--- config.mk ---
export PLATFORM = sky130hd
export DESIGN_NAME = si_to_nt_wb
export DESIGN_NICKNAME = d
export VERILOG_FILES = /design/src/rtl/si_to_nt_wb.sv
export SDC_FILE = /design/constraint.sdc
export NUM_CORES = 1
export LEC_CHECK = 0
export BUFFER_PORTS_ARGS = -buffer_cell sky130_fd_sc_hd__buf_4
export CAP_MARGIN = 20
export CORE_AREA = 2 2 138 140
export CTS_CLUSTER_SIZE = 30
export DETAILED_ROUTE_END_ITERATION = 6
export DIE_AREA = 0 0 140 142
export PLACE_DENSITY_LB_ADDON = 0.1
export SLEW_MARGIN = 10
export SYNTH_ARGS = -nofsm -noshare
export SYNTH_HDL_FRONTEND = slang
export SYNTH_SLANG_ARGS = --single-unit
--- constraint.sdc ---
create_clock -name wb_clk_i -period 2.6 [get_ports wb_clk_i]
set_clock_uncertainty 0.05 [all_clocks]
set_input_delay 0.52 -clock wb_clk_i [delete_from_list [all_inputs] [get_ports wb_clk_i]]
set_output_delay 0.52 -clock wb_clk_i [all_outputs]
set_load 0.01 [all_outputs]
--- src/rtl/si_to_nt_wb.sv ---
// si_to_nt_wb: registered single-initiator to N-target WISHBONE traffic cop
// with table-driven decode, bus-error response, ack watchdog and error status.
//
// Ports:
//   wb_clk_i, wb_rst_n_i      clock, asynchronous active-low reset
//   i_wb_*                    initiator side (cyc/stb/adr/sel/we/dat in,
//                             dat/ack/err out)
//   t_wb_cyc_o, t_wb_stb_o    per-target one-hot cycle/strobe
//   t_wb_adr/sel/we/dat_o     shared latched request fields
//   t_wb_dat_i, t_wb_ack_i    per-target read data (k*DW +: DW) and acks
//   err_cnt_o, err_adr_o      saturating error count, last error address
//   err_clr_i                 synchronous clear of the error status
module si_to_nt_wb #(
    parameter int unsigned NUM_T    = 4,
    parameter int unsigned AW       = 32,
    parameter int unsigned DW       = 32,
    parameter int unsigned PREFIX_W = 8,
    parameter int unsigned SUFFIX_W = 4,
    parameter logic [PREFIX_W-1:0] T0_PREFIX    = 8'h00,
    parameter logic [PREFIX_W-1:0] ACCEL_PREFIX = 8'h9d,
    parameter logic [(NUM_T-1)*SUFFIX_W-1:0] T_SUFFIXES = {4'h2, 4'h1, 4'h0},
    parameter int unsigned TIMEOUT  = 255
) (
    input  logic                  wb_clk_i,
    input  logic                  wb_rst_n_i,
    input  logic                  i_wb_cyc_i,
    input  logic                  i_wb_stb_i,
    input  logic [AW-1:0]         i_wb_adr_i,
    input  logic [DW/8-1:0]       i_wb_sel_i,
    input  logic                  i_wb_we_i,
    input  logic [DW-1:0]         i_wb_dat_i,
    output logic [DW-1:0]         i_wb_dat_o,
    output logic                  i_wb_ack_o,
    output logic                  i_wb_err_o,
    output logic [NUM_T-1:0]      t_wb_cyc_o,
    output logic [NUM_T-1:0]      t_wb_stb_o,
    output logic [AW-1:0]         t_wb_adr_o,
    output logic [DW/8-1:0]       t_wb_sel_o,
    output logic                  t_wb_we_o,
    output logic [DW-1:0]         t_wb_dat_o,
    input  logic [NUM_T*DW-1:0]   t_wb_dat_i,
    input  logic [NUM_T-1:0]      t_wb_ack_i,
    output logic [7:0]            err_cnt_o,
    output logic [AW-1:0]         err_adr_o,
    input  logic                  err_clr_i
);

    localparam logic [15:0] WD_LAST = 16'(TIMEOUT - 1);

    typedef enum logic [1:0] {
        IDLE,
        REQ,
        RESP
    } state_t;

    state_t state;

    logic [PREFIX_W-1:0] prefix;
    logic [SUFFIX_W-1:0] suffix;
    logic [NUM_T-1:0]    dec_sel;
    logic                dec_found;
    logic [DW-1:0]       rd_mux;
    logic                ack_hit;
    logic [15:0]         wd_cnt;

    assign prefix = i_wb_adr_i[AW-1 -: PREFIX_W];
    assign suffix = i_wb_adr_i[AW-PREFIX_W-1 -: SUFFIX_W];

    // Target decode; the first matching suffix entry wins on duplicates.
    always_comb begin
        dec_sel   = '0;
        dec_found = 1'b0;
        if (prefix == T0_PREFIX) begin
            dec_sel[0] = 1'b1;
        end else if (prefix == ACCEL_PREFIX) begin
            for (int k = 0; k < NUM_T - 1; k++) begin
                if (!dec_found &&
                    suffix == T_SUFFIXES[k*SUFFIX_W +: SUFFIX_W]) begin
                    dec_sel[k+1] = 1'b1;
                    dec_found    = 1'b1;
                end
            end
        end
    end

    // t_wb_cyc_o is only non-zero in REQ and then equals the captured
    // select, so it doubles as the ack/data qualifier. Acks from other
    // targets, or in any other state, fall out of the mask.
    assign ack_hit = |(t_wb_ack_i & t_wb_cyc_o);

    always_comb begin
        rd_mux = '0;
        for (int k = 0; k < NUM_T; k++) begin
            if (t_wb_cyc_o[k]) begin
                rd_mux = rd_mux | t_wb_dat_i[k*DW +: DW];
            end
        end
    end

    assign t_wb_stb_o = t_wb_cyc_o;

    always_ff @(posedge wb_clk_i or negedge wb_rst_n_i) begin
        if (!wb_rst_n_i) begin
            state      <= IDLE;
            t_wb_cyc_o <= '0;
            t_wb_adr_o <= '0;
            t_wb_sel_o <= '0;
            t_wb_we_o  <= 1'b0;
            t_wb_dat_o <= '0;
            i_wb_dat_o <= '0;
            i_wb_ack_o <= 1'b0;
            i_wb_err_o <= 1'b0;
            wd_cnt     <= '0;
        end else begin
            i_wb_ack_o <= 1'b0;
            i_wb_err_o <= 1'b0;
            unique case (state)
                IDLE: begin
                    if (i_wb_cyc_i && i_wb_stb_i) begin
                        t_wb_adr_o <= i_wb_adr_i;
                        t_wb_sel_o <= i_wb_sel_i;
                        t_wb_we_o  <= i_wb_we_i;
                        t_wb_dat_o <= i_wb_dat_i;
                        wd_cnt     <= '0;
                        if (|dec_sel) begin
                            t_wb_cyc_o <= dec_sel;
                            state      <= REQ;
                        end else begin
                            i_wb_err_o <= 1'b1;
                            state      <= RESP;
                        end
                    end
                end
                REQ: begin
                    if (!i_wb_cyc_i) begin
                        // Initiator abort: release quietly.
                        t_wb_cyc_o <= '0;
                        state      <= IDLE;
                    end else if (ack_hit) begin
                        if (!t_wb_we_o) begin
                            i_wb_dat_o <= rd_mux;
                        end
                        t_wb_cyc_o <= '0;
                        i_wb_ack_o <= 1'b1;
                        state      <= RESP;
                    end else if (wd_cnt == WD_LAST) begin
                        t_wb_cyc_o <= '0;
                        i_wb_err_o <= 1'b1;
                        state      <= RESP;
                    end else begin
                        wd_cnt <= wd_cnt + 16'd1;
                    end
                end
                RESP: begin
                    state <= IDLE;
                end
                default: begin
                    state <= IDLE;
                end
            endcase
        end
    end

    // Status follows the visible err pulse; a clear in that same cycle wins.
    always_ff @(posedge wb_clk_i or negedge wb_rst_n_i) begin
        if (!wb_rst_n_i) begin
            err_cnt_o <= '0;
            err_adr_o <= '0;
        end else if (err_clr_i) begin
            err_cnt_o <= '0;
            err_adr_o <= '0;
        end else if (i_wb_err_o) begin
            if (err_cnt_o != 8'hff) begin
                err_cnt_o <= err_cnt_o + 8'd1;
            end
            err_adr_o <= t_wb_adr_o;
        end
    end

    prefix_distinct: assert property (
        @(posedge wb_clk_i) disable iff (!wb_rst_n_i)
        T0_PREFIX != ACCEL_PREFIX
    );

    resp_exclusive: assert property (
        @(posedge wb_clk_i) disable iff (!wb_rst_n_i)
        !(i_wb_ack_o && i_wb_err_o)
    );

    target_onehot: assert property (
        @(posedge wb_clk_i) disable iff (!wb_rst_n_i)
        $onehot0(t_wb_cyc_o)
    );

endmodule

==> flow_summary.json <==
{
  "synthMuxAreaShare": 0.0531,
  "cts.sinks": 165,
  "synth-seq-cells": 165,
  "end_kind": "flop",
  "syn_area_per_cell_um2": 9.60,
  "ys_types": 46,
  "rrSetupSlack_ns": 0.27,
  "synth_flop_cell": "dfrtp_1",
  "wl_per_cell_um": 17.3,
  "p_seq_frac": 0.451,
  "arrival_ns": 2.58,
  "p_leak_nw": 5.58,
  "final.period_utilization": 0.896,
  "antenna_cells": 0,
  "syn_inst": 766,
  "rr_worst_depth": 7,
  "p_int_mw": 4.68,
  "dp_hpwl_um": 17400,
  "relSlewSlack": 0.625,
  "async_flop_share": 1.00,
  "hp-class": "input pin to async pin",
  "first_iter_violations": 375,
  "power_frac_clock": 0.370,
  "fmax_mhz": 429,
  "critPathKind": "flop to flop",
  "overflow": 0,
  "h-tree-depth": 4,
  "nNetsFinal": 1314,
  "wl_um": 23400,
  "synth-edff-count": 0,
  "cts_resized": 0,
  "crit_fanout": 9,
  "ys_seq_area_frac": 0.561,
  "placed_cells": 1320,
  "die-area_um2": 19900,
  "grt_pass1_wl_um": 35900,
  "ys_warn_count": 0,
  "synthXorXnorAreaFrac": 0.0155,
  "antenna_found_initial": 0,
  "core_um2": 18500,
  "cap_violations": 0,
  "grtUsageTotal": 0.233,
  "rsz0062_at_grt": "no",
  "power_switching_share": 0.276,
  "synth_compound_area_frac": 0.114,
  "syn_nets": 975,
  "slew_viol_final": 0,
  "multi_input_area_um2": 3000,
  "via_count": 6856,
  "crit_slowest_cell": "dfrtp_1",
  "fin_cells": 1352,
  "powerDensity_nw_per_um2": 595,
  "root_buffer": "clkbuf_16",
  "clk_latency_ns": 0.42,
  "port_buffers": 356,
  "grt_max_degree": 65,
  "post-cts-setup-buffer-count": 0,
  "fp-row-count": 50,
  "pwr-share-comb": 0.178,
  "cts.clk_slew.worst_paths_ns": 0.07,
  "setup_violations": 0,
  "r2r-start": "wd_cnt[0]$_DFFE_PN0P_",
  "viasPerCell": 5.07,
  "critPathRequiredTime_ns": 2.85,
  "ios": 357,
  "r2r_end": "t_wb_cyc_o[0]$_DFFE_PN0P_",
  "nFillCells": 1653,
  "postCtsHoldBufs": 0,
  "switchingPower_mw": 1.78,
  "startpoint_type": "flop",
  "cpPeakStageDelay_ns": 0.44,
  "crit_chain": "inv_1 -> ha_1 -> and4b_1 -> nand4_2 -> and2_4 -> a2111oi_4 -> mux2_4",
  "cts_tree": "yes",
  "drive_above_1_share": 0.378,
  "route.detailed.drc": 30,
  "hold_violations": 0,
  "yosys.area_share.simple": 0.219,
  "die_h_um": 142,
  "p_total_mw": 6.46,
  "dr.pass1.iters": 7,
  "grt_pass1_vias": 6515,
  "gp_congestion": 0.821,
  "tns_ns": 0,
  "worstMarginPinSlew_ns": 0.562,
  "outcome": "complete, but fails checks",
  "drtAntennaViolNets": 0,
  "ir_drop_mv": 0.478,
  "synthAdderAreaFrac": 0.00510,
  "start_util": 0.399,
  "failed_checks": "DRC",
  "ff_latch_area_um2": 4130,
  "die_w_um": 140,
  "netlist_area_um2": 7360,
  "numCtsBuffers": 17,
  "synth_top_family_by_area": "simple AND/OR/NAND/NOR gates",
  "cts_buffer_depth": 2,
  "area_growth_pct": 47.5,
  "period_minus_slack_ns": 2.33
}
## per-layer routing
metal / global-route usage / vias up / wire [um] / part of all wire
met4: 0.0845 / 0 / 582 / 0.025
met3: 0.0673 / 34 / 1800 / 0.077
li1: - / 3300 / - / -
met2: 0.400 / 247 / 11900 / 0.51
met5: 0 / - / 0 / 0
met1: 0.281 / 3275 / 9160 / 0.39
## flip-flops by register name (all words and copies together) (netlist names)
| name | count |
|---|---|
| wd_cnt | 16 |
| t_wb_we_o | 1 |
| t_wb_dat_o | 32 |
| i_wb_ack_o | 1 |
| err_cnt_o | 8 |
| i_wb_dat_o | 32 |
| t_wb_sel_o | 4 |
| t_wb_adr_o | 32 |
| err_adr_o | 32 |
| t_wb_cyc_o | 4 |
| i_wb_err_o | 1 |
| state | 2 |
## area by class of cell
class / instances / share of cell area
clock buffers: 19 / 0.0418
clock inverters: 13 / 0.0101
inverters: 6 / 0.00208
multi-input cells: 544 / 0.277
flip-flops and latches: 165 / 0.381
well taps: 234 / 0.0270
repair buffers: 371 / 0.262
## cell families after synthesis
group	count (synthesis)
simple gates	372
compound gates	118
flops	165
xor+xnor	13
mux	38
buf+inv	57
fa+ha+maj	3
## synth_stat cells (2+ instances only)
cell,number,area [um2]
nand2_1,227,852
dfrtp_1,165,4130
nor2_1,84,315
a22oi_1,64,480
clkbuf_1,42,158
mux2i_1,36,360
a31oi_1,32,200
nand3_1,10,50.1
nand4_1,10,62.6
nor4_1,8,50.1
o21ai_0,8,40.0
xnor2_1,8,70.1
a21oi_1,7,35.0
inv_1,6,22.5
xor2_1,5,43.8
buf_2,4,20.0
buf_4,4,30.0
nor3_1,4,20.0
and3_1,3,18.8
ha_1,3,37.5
nor4b_1,3,26.3
or3_1,3,18.8
a22oi_2,2,25.0
and2_1,2,12.5
and4_1,2,17.5
mux2_4,2,30.0
nand2b_1,2,12.5
nor3_2,2,20.0
## power groups by stage
stage	Clock, mW	Sequential, mW	Combinational [mW]
6_report	2.39	2.92	1.15
3_3_place_gp	0	2.96	1.16
5_1_grt	2.55	2.94	1.26
2_1_floorplan	0	3.03	0.337
4_1_cts	2.46	2.92	1.17
3_5_place_dp	0	2.96	1.17
## critical path, delay by kind of cell, from the launching register on
| family | cells | cell delay, ns |
|---|---|---|
| and+or+nand+nor | 3 | 0.69 |
| adders and majority gates | 1 | 0.17 |
| DFF | 1 | 0.44 |
| AOI/OAI and AO/OA | 1 | 0.44 |
| buffers and inverters | 1 | 0.10 |
| muxes | 1 | 0.34 |
## how the worst max path moves through the flow
stage | start | to
2_1_floorplan | i_wb_adr_i[26] | t_wb_cyc_o[3]$_DFFE_PN0P_
3_3_place_gp | i_wb_adr_i[26] | t_wb_cyc_o[0]$_DFFE_PN0P_
3_5_place_dp | i_wb_adr_i[26] | t_wb_cyc_o[1]$_DFFE_PN0P_
4_1_cts | wd_cnt[0]$_DFFE_PN0P_ | t_wb_cyc_o[0]$_DFFE_PN0P_
5_1_grt | wd_cnt[0]$_DFFE_PN0P_ | t_wb_cyc_o[2]$_DFFE_PN0P_
6_report | wd_cnt[0]$_DFFE_PN0P_ | t_wb_cyc_o[0]$_DFFE_PN0P_
## through the flow
step / worst slack, ns / hold WS [ns] / utilization / instance area, um2
final: 0.271 / 0.00752 / 0.588 / 10800
after global routing: 0.137 / 0.0274 / 0.588 / 10800
after CTS: 0.270 / 0.00755 / 0.588 / 10800
after detailed placement: 0.158 / 0.413 / 0.557 / 10300
after global placement: 0.200 / 0.410 / 0.557 / 10300
after floorplan: 0.348 / 0.174 / - / 7360
## cells in the final DEF (no fill, tap or decap), drive strengths merged, types with 4 or more instances in the layout
cell type / n
nand2: 227
dfrtp: 165
clkinv: 4
a22oi: 66
xor2: 5
inv: 13
nor4: 10
a21oi: 8
nor2: 84
clkbuf: 19
o21ai: 8
or3: 4
a31oi: 32
nor3: 6
nand3: 11
xnor2: 8
buf: 371
mux2i: 36
nand4: 11
Note: power is estimated with default switching activity, not from simulation.
